### config.mk
export PLATFORM = sky130hd
export DESIGN_NAME = gray2bin_seq
export DESIGN_NICKNAME = d
export VERILOG_FILES = /design/src/rtl/gray2bin_seq.sv
export SDC_FILE = /design/constraint.sdc
export NUM_CORES = 1
export LEC_CHECK = 0
export BUFFER_PORTS_ARGS = -buffer_cell sky130_fd_sc_hd__buf_2
export CAP_MARGIN = 5
export CORE_MARGIN = 4
export CORE_UTILIZATION = 47
export DETAILED_ROUTE_END_ITERATION = 10
export PLACE_DENSITY = 0.76
export REMOVE_ABC_BUFFERS = 1
export SLEW_MARGIN = 20
export SYNTH_ARGS = -nofsm -noshare
export SYNTH_HDL_FRONTEND = slang
export SYNTH_SLANG_ARGS = --single-unit
### constraint.sdc
create_clock -name clk -period 2.1 [get_ports clk]
set_clock_uncertainty 0.15 [all_clocks]
set_input_delay 0 -clock clk [delete_from_list [all_inputs] [get_ports clk]]
set_output_delay 0 -clock clk [all_outputs]
set_load 0.02 [all_outputs]
### src/rtl/gray2bin_seq.sv
// -----------------------------------------------------------------------------
// gray2bin_seq
//
// Sequential Gray-to-binary decoder. It accepts one WIDTH-bit Gray word on an
// input handshake and resolves the binary value MSB-first, STEP bits per
// clock. It then holds the result on an output handshake until the result is
// taken.
//
// Handshake semantics (both sides): a transfer happens on a rising clk edge
// where valid and ready are both 1. A source holds its data stable while valid
// is 1 and ready is 0. Valid does not depend on ready.
//
// Ports:
//   clk        in   system clock, rising edge
//   rst_n      in   synchronous active-low reset
//   in_valid   in   gray_in holds a valid word
//   in_ready   out  block is idle and can accept a word
//   gray_in    in   Gray-coded input word (WIDTH bits)
//   out_valid  out  bin_out holds a valid result
//   out_ready  in   downstream accepts the result
//   bin_out    out  decoded binary word (WIDTH bits)
//   busy       out  decode in progress
//   dbg_state  out  current FSM state (0 IDLE, 1 BUSY, 2 DONE)
//
// All outputs come straight from flops.
// -----------------------------------------------------------------------------
module gray2bin_seq #(
    parameter int WIDTH = 32,
    parameter int STEP  = 4
) (
    input  logic             clk,
    input  logic             rst_n,
    input  logic             in_valid,
    output logic             in_ready,
    input  logic [WIDTH-1:0] gray_in,
    output logic             out_valid,
    input  logic             out_ready,
    output logic [WIDTH-1:0] bin_out,
    output logic             busy,
    output logic [1:0]       dbg_state
);

    localparam int NSTEP = WIDTH / STEP;
    // One spare bit so the counter can never wrap inside a word.
    localparam int CW    = $clog2(NSTEP) + 1;

    typedef enum logic [1:0] {
        S_IDLE = 2'd0,
        S_BUSY = 2'd1,
        S_DONE = 2'd2
    } state_t;

    state_t           r_state;
    state_t           w_state_nxt;
    logic [WIDTH-1:0] r_gray;
    logic [WIDTH-1:0] r_bin;
    logic [CW-1:0]    r_cnt;
    logic             r_carry;
    logic             r_in_ready;
    logic             r_out_valid;
    logic             r_busy;

    logic             w_last;
    int               w_shift;
    logic [STEP-1:0]  w_gslice;
    logic [STEP-1:0]  w_bslice;
    logic [WIDTH-1:0] w_bin_nxt;

    // Slice k covers bits [WIDTH-1-k*STEP : WIDTH-(k+1)*STEP]. Its LSB sits
    // at (NSTEP-1-k)*STEP.
    always_comb begin
        w_shift   = 0;
        w_gslice  = '0;
        w_bin_nxt = r_bin;
        w_shift   = (NSTEP - 1 - int'(r_cnt)) * STEP;
        w_gslice  = STEP'(r_gray >> w_shift);
        // r_bin is cleared on capture, so OR-ing each slice into place is enough.
        w_bin_nxt = r_bin | (WIDTH'(w_bslice) << w_shift);
    end

    // XOR chain across one slice. The carry is the last bit resolved in the
    // previous slice, which is 0 for the first slice.
    always_comb begin : slice_decode
        logic v_c;
        w_bslice = '0;
        v_c      = r_carry;
        for (int j = STEP - 1; j >= 0; j--) begin
            v_c         = v_c ^ w_gslice[j];
            w_bslice[j] = v_c;
        end
    end

    assign w_last = (r_cnt == CW'(NSTEP - 1));

    always_comb begin
        w_state_nxt = r_state;
        case (r_state)
            S_IDLE:  if (in_valid)  w_state_nxt = S_BUSY;
            S_BUSY:  if (w_last)    w_state_nxt = S_DONE;
            S_DONE:  if (out_ready) w_state_nxt = S_IDLE;
            default:                w_state_nxt = S_IDLE;
        endcase
    end

    always_ff @(posedge clk) begin
        if (!rst_n) begin
            r_state     <= S_IDLE;
            r_gray      <= '0;
            r_bin       <= '0;
            r_cnt       <= '0;
            r_carry     <= 1'b0;
            r_in_ready  <= 1'b1;
            r_out_valid <= 1'b0;
            r_busy      <= 1'b0;
        end else begin
            r_state     <= w_state_nxt;
            // The handshake flags are decoded from the next state. This keeps
            // them aligned with the state register and still fully registered.
            r_in_ready  <= (w_state_nxt == S_IDLE);
            r_busy      <= (w_state_nxt == S_BUSY);
            r_out_valid <= (w_state_nxt == S_DONE);
            case (r_state)
                S_IDLE: begin
                    if (in_valid) begin
                        r_gray  <= gray_in;
                        r_bin   <= '0;
                        r_cnt   <= '0;
                        r_carry <= 1'b0;
                    end
                end
                S_BUSY: begin
                    r_bin   <= w_bin_nxt;
                    r_carry <= w_bslice[0];
                    r_cnt   <= r_cnt + CW'(1);
                end
                default: ;
            endcase
        end
    end

    assign in_ready  = r_in_ready;
    assign out_valid = r_out_valid;
    assign busy      = r_busy;
    assign bin_out   = r_bin;
    assign dbg_state = r_state;

endmodule

==> results.sh, run 1 <==
export IMPL_outcome="complete, but fails checks"
export IMPL_failed_checks="setup timing"
export IMPL_dieArea_mm2=0.00760
export IMPL_post_route_drc_count=0
export IMPL_synth_xor_area_share_pct=2.97
export IMPL_ys_seq_area_share_pct=50.3
export IMPL_leakage_nw=1.74
export IMPL_start_util_pct=49.2
export IMPL_cts_sinks=74
export IMPL_fillers=455
export IMPL_cp_data_required_time_ns=2.19
export IMPL_ir_drop_mv=0.538
export IMPL_cp_cell_sequence="mux4_2 > mux2i_2 > nor2_4 > xor2_4 > xnor3_2 > a22o_1"
export IMPL_rows=28
export IMPL_place_inst=486
export IMPL_synth_most_common_cell="nand2_1"
export IMPL_synthToLayoutAreaGrowth_pct=42.0
export IMPL_synthDistinctLibCells=35
export IMPL_core_area_mm2=0.00599
export IMPL_syn_area_per_cell_um2=8.61
export IMPL_grt_antenna_before_repair=0
export IMPL_port_buffers=72
export IMPL_routedWlPerCell_um=14.4
export IMPL_routed_via_density=5.18
export IMPL_fin_cells=541
export IMPL_routed_top_layer="met4"
export IMPL_rsz0062_at_grt="yes"
export IMPL_hp_class="in -> reg"
export IMPL_yosys_mux_area_fraction_pct=7.48
export IMPL_synth_seq_cells=74
export IMPL_crit_start="r_cnt[1]"
export IMPL_post_route_min_period_ns=2.40
export IMPL_cp_start_kind="flip-flop"
export IMPL_cap_violations=0
export IMPL_setup_violations=32
export IMPL_synth_common_cells="95 x nand2_1, 74 x dfxtp_1, 47 x a21oi_1"
export IMPL_synth_top_cells_by_area="dfxtp_1 50%, nand2_1 12%, a21oi_1 8.0%"
export IMPL_p_per_area_mw_per_mm2=712
export IMPL_min_period_over_period_pct=114
export IMPL_synth_compound_area_share_pct=13.1
export IMPL_final_hold_violation_count=0
export IMPL_cp_slowest_stage_delay_ns=0.55
export IMPL_grt_overflow=0
export IMPL_criticalPathCategory="reg -> reg"
export IMPL_worstSetupEndpointType="flip-flop"
export IMPL_fin_tns_setup_ns=-6.47
export IMPL_slowest_stage="xnor3_2"
export IMPL_nets=500
export IMPL_hold_start="gray_in[25]"
export IMPL_io_pins=73
export IMPL_antenna_cells=0
export IMPL_fmax_mhz=416
export IMPL_cp_max_fo=4
export IMPL_yosys_area_share_simple_pct=22.6
export IMPL_antenna_left=0
export IMPL_post_synth_instance_area_mm2=0.00295
export IMPL_finalMaxSlewViolations=0
export IMPL_die_x_um=87.2
export IMPL_vias=2800
export IMPL_drt_met1_wl_um=3380
export IMPL_fp_dieH_um=87.2
export IMPL_crit_arrival_ns=2.50
export IMPL_layout_drive_gt1_share_pct=32.2
export IMPL_relSlewSlack_pct=68.5
export IMPL_synth_ff_type="dfxtp_1"
export IMPL_synth_top_family_by_area="simple AND/OR/NAND/NOR gates"
export IMPL_worst_pin_slew_ns=0.472
export IMPL_wl_met3_um=431
export IMPL_grt_max_degree=36
export IMPL_netlist_area_leader_share_pct=50.3
export IMPL_grt_pass1_wl_um=12700
export IMPL_drt_pass1_iter_count=4
export IMPL_grt_pass1_vias=2770
export IMPL_cts_tree="built"
export IMPL_synth_top_area_cell="dfxtp_1"
export IMPL_drt_iter0_drc=186
export IMPL_cts_buffers=9
export IMPL_ys_async_sr_fraction_pct=0
export IMPL_ys_warn_count=0
export IMPL_root_buffer="clkbuf_8"
export IMPL_track_usage_pct=21.3
export IMPL_reg2reg_setup_slack_ns=-0.30
export IMPL_setup_slack_ns=-0.303
export IMPL_drt_wl_total_um=7770
export IMPL_clock_latency_ns=0.34
export IMPL_place_congestion=0.778
export IMPL_clk_pin_slew_ns=0.07
export IMPL_crit_buf_inv=0
export IMPL_synth_cells=342
export IMPL_r2r_start="r_cnt[1]"
export IMPL_h_tree_depth=3
export IMPL_dp_hpwl_um=5070
export IMPL_synth_edff_count=0
export IMPL_met2WireLength_um=3790
export IMPL_crit_family="XOR/XNOR gates"
export IMPL_ctsLongestPathBuffers=2
export IMPL_synth_adder_area_share_pct=0.425
cells by family (layout without fill, tap and decap cells):
kind of cell | count (synthesis) | after routing
AOI/OAI and AO/OA | 70 | 70
DFF | 74 | 74
muxes | 12 | 12
xor gates and xnor gates | 6 | 6
buffers and inverters | 23 | 147
adders and majority gates | 1 | 1
and+or+nand+nor | 156 | 156
cells in the final DEF (no fill, tap or decap), types with 6 or more instances in the layout:
cell type / instances
buf_6: 6
mux4_2: 8
nand2_1: 94
clkbuf_8: 10
o21ai_2: 6
a21oi_1: 42
buf_4: 18
dfxtp_1: 72
o21ai_1: 8
nor2_1: 26
dlygate4sd3_1: 35
buf_2: 72
nand3_1: 7
worst paths after layout:
kind,depth (start not counted),endpoint
setup / recovery,6,bin_out[8]
hold / removal,4,r_gray[25]
setup reg to reg,6,bin_out[8]
hold reg to reg,2,bin_out[25]
power breakdown:
part / leakage (nW) / internal (W) / switching [W] / total, W
Sequential: 0.603 / 0.00146 / 0.0000340 / 0.00149
Clock: 0.0810 / 0.000444 / 0.000494 / 0.000938
Combinational: 1.06 / 0.000276 / 0.000276 / 0.000552
Total: 1.74 / 0.00218 / 0.000804 / 0.00298
final cells by class:
| cell class | instances | area (um^2) | share of cell area [%] |
|---|---|---|---|
| Timing Repair Buffer | 132 | 933 | 22.3 |
| Clock inverter | 3 | 17.5 | 0.419 |
| Inverter | 1 | 3.75 | 0.0897 |
| Sequential cell | 74 | 1480 | 35.5 |
| Tap cell | 75 | 93.8 | 2.24 |
| Multi-Input combinational cell | 245 | 1510 | 36.1 |
| Clock buffer | 11 | 141 | 3.38 |
per-stage QoR:
stage	hold slack, ns	total power [W]	worst slack, ns	area (um^2)	utilization [%]
CTS	0.264	0.00295	-0.288	4080	68.1
finish	0.288	0.00298	-0.303	4180	69.8
detailed placement	0.0967	0.00191	-0.436	3450	57.7
floorplan	-0.0283	0.00175	-0.497	2860	-
global route	0.276	0.00310	-0.369	4180	69.8
global placement	0.0913	0.00189	-0.298	3450	57.7
flip-flops by register name, summed over array words and instances (netlist names):
register   cells
r_gray        32
r_cnt          4
bin_out       32
out_valid      1
dbg_state      2
busy           1
in_ready       1
r_carry        1
metal layers:
| metal | vias to the layer above | GRT usage, % |
|---|---|---|
| met5 | - | 0 |
| met4 | 0 | 9.34 |
| met3 | 17 | 5.68 |
| met2 | 84 | 35.3 |
| met1 | 1304 | 26.1 |
| li1 | 1395 | - |
worst register-to-register path, delay by kind of cell (launching register included):
| kind | cells | cell delay (ns) |
|---|---|---|
| DFF | 1 | 0.36 |
| muxes | 2 | 0.74 |
| xor gates and xnor gates | 2 | 0.76 |
| and+or+nand+nor | 1 | 0.08 |
| AOI/OAI and AO/OA | 1 | 0.23 |
timing repair:
item	4_1_cts	5_1_grt
setup endpoints to repair	29	33
pin swaps	25	9
buffers inserted	4	2
hold buffers	35	0
endpoints found under the hold margin	54	0
gates resized for setup	27	19
No activity file was read; power rests on OpenSTA's default activity.
==> run 2: changes to the inputs <==
- CORE_UTILIZATION: 47 -> 40
- PLACE_DENSITY: 0.76 -> 0.66
==> run 2 against run 1 <==
  * The flow still finishes with violations (setup timing)
  * Register-to-register slack better by 0.03 ns
  * Clock power rose by 19%
  * Sequential share of layout area fell by 1.4 points
  * Routed wire length fell by 2.3%
  * Global-route usage decreased by 3.4 points
  * Sequential power about the same
  * Final area is 4.1% higher
  * First-iteration DRC count decreased by 33%
  * Via count up 0.75%
  * Worst hold slack lost 0.0078 ns
  * Critical path type unchanged
  * Highest routed layer unchanged
==> results.sh, run 2 (same netlist as run 1, synthesis figures left out) <==
export IMPL_seqPwrFrac_pct=46.4
export IMPL_clk_pin_slew_ns=0.08
export IMPL_final_hold_violation_count=0
export IMPL_pre_cts_slack_ns=-0.347
export IMPL_setup_violations=31
export IMPL_p_comb_share_pct=18.7
export IMPL_p_switching_w=0.000855
export IMPL_cts_buffers=9
export IMPL_drt_pass1_iter_count=4
export IMPL_worstSetupEndpointType="flip-flop"
export IMPL_grt_pass1_wl_um=12400
export IMPL_p_per_area_mw_per_mm2=736
export IMPL_fmax_mhz=421
export IMPL_leakage_nw=1.80
export IMPL_failed_checks="setup timing"
export IMPL_cts_tree="built"
export IMPL_grt_pass1_vias=2769
export IMPL_drt_iter0_drc=124
export IMPL_worst_pin_slew_ns=0.477
export IMPL_port_buffers=72
export IMPL_layout_commonest_cell="nand2_1"
export IMPL_reg2reg_setup_slack_ns=-0.28
export IMPL_die_x_um=93.8
export IMPL_grt_overflow=0
export IMPL_relSlewSlack_pct=68.2
export IMPL_track_usage_pct=17.9
export IMPL_setup_slack_ns=-0.277
export IMPL_grt_max_degree=44
export IMPL_layout_drive_gt1_share_pct=34.4
export IMPL_dp_hpwl_um=5160
export IMPL_root_buffer="clkbuf_8"
export IMPL_cap_violations=0
export IMPL_h_tree_depth=3
export IMPL_ctsLongestPathBuffers=2
export IMPL_io_pins=73
export IMPL_criticalPathCategory="reg -> reg"
export IMPL_cp_start_kind="flip-flop"
export IMPL_start_util_pct=40.8
export IMPL_post_route_drc_count=0
export IMPL_clkPwrFrac_pct=34.9
export IMPL_utilization_pct=60.4
export IMPL_nets=509
export IMPL_hp_class="in -> reg"
export IMPL_antenna_cells=0
export IMPL_cp_max_fo=5
export IMPL_place_congestion=0.882
export IMPL_routed_via_density=4.90
export IMPL_crit_arrival_ns=2.47
export IMPL_antenna_left=0
export IMPL_reg2reg_to="bin_out[8]"
export IMPL_routedWlPerCell_um=13.2
export IMPL_hold_start="gray_in[29]"
export IMPL_dieArea_mm2=0.00880
export IMPL_clock_latency_ns=0.35
export IMPL_rows=31
export IMPL_cts_sinks=74
export IMPL_ir_drop_mv=0.392
export IMPL_drt_wl_total_um=7590
export IMPL_hold_end="r_gray[29]"
export IMPL_finalMaxSlewViolations=0
export IMPL_min_period_over_period_pct=113
export IMPL_swShare_pct=26.6
export IMPL_holdPathStages=4
export IMPL_cp_data_required_time_ns=2.20
export IMPL_rsz0062_at_grt="yes"
export IMPL_worstRegToRegCells=7
export IMPL_post_route_min_period_ns=2.38
export IMPL_synthToLayoutAreaGrowth_pct=47.9
export IMPL_outcome="complete, but fails checks"
export IMPL_r2r_start="r_cnt[1]"
export IMPL_p_total_w=0.00321
export IMPL_p_int_w=0.00235
export IMPL_grt_antenna_before_repair=0
export IMPL_fp_dieH_um=93.8
export IMPL_final_cell_mix="94 x nand2_1, 72 x dfxtp_1, 72 x buf_2, 42 x a21oi_1, 37 x dlygate4sd3_1"
export IMPL_vias=2821
export IMPL_core_area_mm2=0.00721
==> run 2: changes by cell type in the layout (fill, tap and decap cells not counted), moves of 2 or more <==
cell           change
buf_4              +4
nor3_2             +2
nor3_1             -2
clkinv_2           -2
dlygate4sd3_1      +2
o21ai_2            +4
o21ai_1            -4
buf_6              +3
==> run 2: critical path, cell delays in order (launching register included) <==
cell and delay (ns):
dfxtp_2 0.35, buf_6 0.13, mux4_2 0.48, mux2i_1 0.16
nor2_1 0.09, xnor2_1 0.16, xnor3_2 0.53, a22o_1 0.22
==> run 2: power groups by stage <==
stage                     sequential (W)  clock (W)  combinational, W
after global routing             0.00149    0.00122          0.000648
after global placement           0.00152          0          0.000389
after detailed placement         0.00152          0          0.000395
after floorplan                  0.00153          0          0.000216
after CTS                        0.00149    0.00115          0.000513
final                            0.00149    0.00112          0.000599
==> run 2: cell type report <==
type,instances,area (um^2)
repair buffers,141,1020
flip-flops and latches,74,1480
well taps,99,124
clock buffers,11,141
multi-input cells,245,1520
clock inverters,5,62.6
inverters,1,3.75
fillers,643,2860
==> run 2: per-stage QoR <==
step / cells / TNS, ns / hold slack [ns] / cell area, um^2
6_report: 576 / -5.91 / 0.280 / 4360
5_1_grt: 576 / -9.85 / 0.272 / 4360
4_1_cts: 571 / -5.33 / 0.260 / 4220
3_5_place_dp: 510 / -6.21 / 0.0966 / 3480
3_3_place_gp: 510 / -4.31 / 0.0911 / 3480
2_1_floorplan: 320 / -12.14 / -0.0283 / 2860
==> run 2: how the worst max path moves through the flow <==
stage	startpoint	to
floorplan	r_cnt[1]	bin_out[9]
detailed placement	r_cnt[1]	r_carry
CTS	r_cnt[1]	bin_out[4]
finish	r_cnt[1]	bin_out[8]
global route	r_cnt[1]	bin_out[0]
global placement	r_cnt[0]	bin_out[16]
==> run 2: what timing repair did <==
action / 4_1_cts / 5_1_grt
hold endpoints to repair: 58 / 0
pin swaps: 17 / 12
setup buffers: 8 / 5
setup endpoints to repair: 27 / 34
hold buffers: 37 / 0
resized for setup: 27 / 26
==> run 2: routing by layer <==
metal	global-route usage, %	vias up	part of all wire (%)
met5	0	-	0
met4	8.42	0	1.4
met3	4.33	10	6.0
met2	30.3	76	51
met1	21.3	1320	42
li1	-	1415	-
==> run 3: changes to the inputs <==
- SKIP_LAST_GASP: default -> 1
==> run 3 against run 2 <==
  * The run still ends with setup timing left
  * Critical path depth stayed put
  * Routed wire length is 0.74% higher
  * Core utilization hardly changed
  * Maximum frequency is 0.12% higher
  * Final cell count stayed put
  * Non-clock buffer count stayed put
  * Via count is 0.32% lower
  * Critical endpoint unchanged
  * Largest cell class unchanged
  * Highest routed layer unchanged
==> results.sh, run 3 (same netlist as run 1, synthesis figures left out) <==
export IMPL_outcome="complete, but fails checks"
export IMPL_failed_checks="setup timing"
export IMPL_r2r_start="r_cnt[1]"
export IMPL_grt_pass1_wl_um=12400
export IMPL_drt_wl_total_um=7650
export IMPL_die_x_um=93.8
export IMPL_final_cell_mix="94 x nand2_1, 72 x dfxtp_1, 72 x buf_2, 41 x a21oi_1, 37 x dlygate4sd3_1"
export IMPL_hp_class="in -> reg"
export IMPL_drt_iter0_drc=103
export IMPL_reg2reg_setup_slack_ns=-0.27
export IMPL_setup_slack_ns=-0.274
export IMPL_antenna_left=0
export IMPL_p_total_w=0.00321
export IMPL_h_tree_depth=3
export IMPL_clock_latency_ns=0.35
export IMPL_grt_overflow=0
export IMPL_post_route_drc_count=0
export IMPL_synthToLayoutAreaGrowth_pct=47.8
export IMPL_swShare_pct=26.7
export IMPL_layout_drive_gt1_share_pct=34.0
export IMPL_regArea_mm2=0.00148
export IMPL_clk_pin_slew_ns=0.08
export IMPL_routed_via_density=4.88
export IMPL_cts_sinks=74
export IMPL_crit_family="XOR/XNOR gates"
export IMPL_path_depth=7
export IMPL_antenna_cells=0
export IMPL_layout_commonest_cell="nand2_1"
export IMPL_clkPwrFrac_pct=34.9
export IMPL_critical_path_endpoint="bin_out[8]"
export IMPL_grt_antenna_before_repair=0
export IMPL_p_per_area_mw_per_mm2=738
export IMPL_leakage_nw=1.80
export IMPL_relSlewSlack_pct=69.2
export IMPL_dpl_cell_area_mm2=0.00348
export IMPL_fp_dieH_um=93.8
export IMPL_grt_pass1_vias=2775
export IMPL_cp_slowest_stage_delay_ns=0.53
export IMPL_cp_start_kind="flip-flop"
export IMPL_cp_cell_sequence="buf_6 > mux4_2 > mux2i_1 > nor2_1 > xnor2_1 > xnor3_2 > a22o_1"
export IMPL_cp_max_fo=5
export IMPL_p_int_w=0.00236
export IMPL_io_pins=73
export IMPL_p_switching_w=0.000858
export IMPL_start_util_pct=40.8
export IMPL_final_area_mm2=0.00435
export IMPL_cts_tree="built"
export IMPL_root_buffer="clkbuf_8"
export IMPL_p_comb_share_pct=18.7
export IMPL_crit_start="r_cnt[1]"
export IMPL_fillers=641
export IMPL_min_period_over_period_pct=113
export IMPL_worst_pin_slew_ns=0.462
export IMPL_cp_data_required_time_ns=2.20
export IMPL_finalMaxSlewViolations=0
export IMPL_multi_input_comb_area_mm2=0.00152
export IMPL_ctsLongestPathBuffers=2
export IMPL_nets=509
export IMPL_rows=31
export IMPL_core_area_mm2=0.00721
export IMPL_setup_violations=31
export IMPL_cts_buffers=9
export IMPL_place_congestion=0.882
export IMPL_criticalPathCategory="reg -> reg"
export IMPL_routedWlPerCell_um=13.3
export IMPL_final_hold_violation_count=0
export IMPL_cap_violations=0
export IMPL_vias=2812
export IMPL_track_usage_pct=17.9
export IMPL_post_route_min_period_ns=2.37
export IMPL_seqPwrFrac_pct=46.3
export IMPL_worstRegToRegCells=7
export IMPL_dieArea_mm2=0.00880
export IMPL_grt_max_degree=44
export IMPL_crit_arrival_ns=2.47
export IMPL_pre_cts_slack_ns=-0.347
export IMPL_crit_buf_inv=1
export IMPL_fmax_mhz=421
export IMPL_port_buffers=72
export IMPL_rsz0062_at_grt="yes"
export IMPL_ir_drop_mv=0.393
export IMPL_place_inst=510
export IMPL_slowest_stage="xnor3_2"
export IMPL_reg2reg_to="bin_out[8]"
export IMPL_fin_cells=576
export IMPL_drt_pass1_iter_count=4
export IMPL_worstSetupEndpointType="flip-flop"
export IMPL_dp_hpwl_um=5160
export IMPL_fin_tns_setup_ns=-5.93
## run 3: cell counts in the layout (fill, tap and decap cells not counted)
Identical to the previous run, type by type.
## run 3: power by group through the flow
stage	sequential [W]	clock, W	combinational, W
2_1_floorplan	0.00153	0	0.000216
3_3_place_gp	0.00152	0	0.000389
3_5_place_dp	0.00152	0	0.000395
4_1_cts	0.00149	0.00115	0.000505
5_1_grt	0.00149	0.00122	0.000652
6_report	0.00149	0.00112	0.000602
## run 3: worst min-delay path: cells and delay by family
| kind | cells | cell delay, ns |
|---|---|---|
| buffers and inverters | 2 | 0.64 |
| and+or+nand+nor | 1 | 0.05 |
| AOI/OAI and AO/OA | 1 | 0.05 |
## run 3: area by class of cell
cell class | instances | share of cell area, %
Timing Repair Buffer | 141 | 23.4
Inverter | 1 | 0.0862
Multi-Input combinational cell | 245 | 34.9
Tap cell | 99 | 2.84
Clock buffer | 11 | 3.25
Clock inverter | 5 | 1.44
Sequential cell | 74 | 34.1
## run 3: how the worst min path moves through the flow
stage | from | to | slack (ns) | cells after the start
final | gray_in[12] | r_gray[12] | 0.28 | 4
after global routing | gray_in[4] | r_gray[4] | 0.27 | 4
after CTS | gray_in[0] | r_gray[0] | 0.26 | 4
after detailed placement | gray_in[3] | r_gray[3] | 0.1 | 3
after global placement | gray_in[20] | r_gray[20] | 0.09 | 3
after floorplan | rst_n | bin_out[18] | -0.03 | 1
## run 3: through the flow
| stage | util, % | hold slack [ns] |
|---|---|---|
| final | 60.4 | 0.284 |
| after global routing | 60.4 | 0.272 |
| after CTS | 58.1 | 0.260 |
| after detailed placement | 48.3 | 0.0966 |
| after global placement | 48.3 | 0.0911 |
| after floorplan | - | -0.0283 |
## run 3: what timing repair did
item	4_1_cts	5_1_grt
resized for setup	22	30
hold buffers	37	0
pin swaps	16	13
setup endpoints to repair	27	34
endpoints found under the hold margin	58	0
setup buffers	8	5
## run 3: routing by layer
metal / routed length [um] / vias to the layer above / track usage [%]
met5: 0 / - / 0
met4: 103 / 0 / 8.42
met3: 404 / 13 / 4.33
met2: 3890 / 70 / 30.3
met1: 3250 / 1309 / 21.3
li1: - / 1420 / -
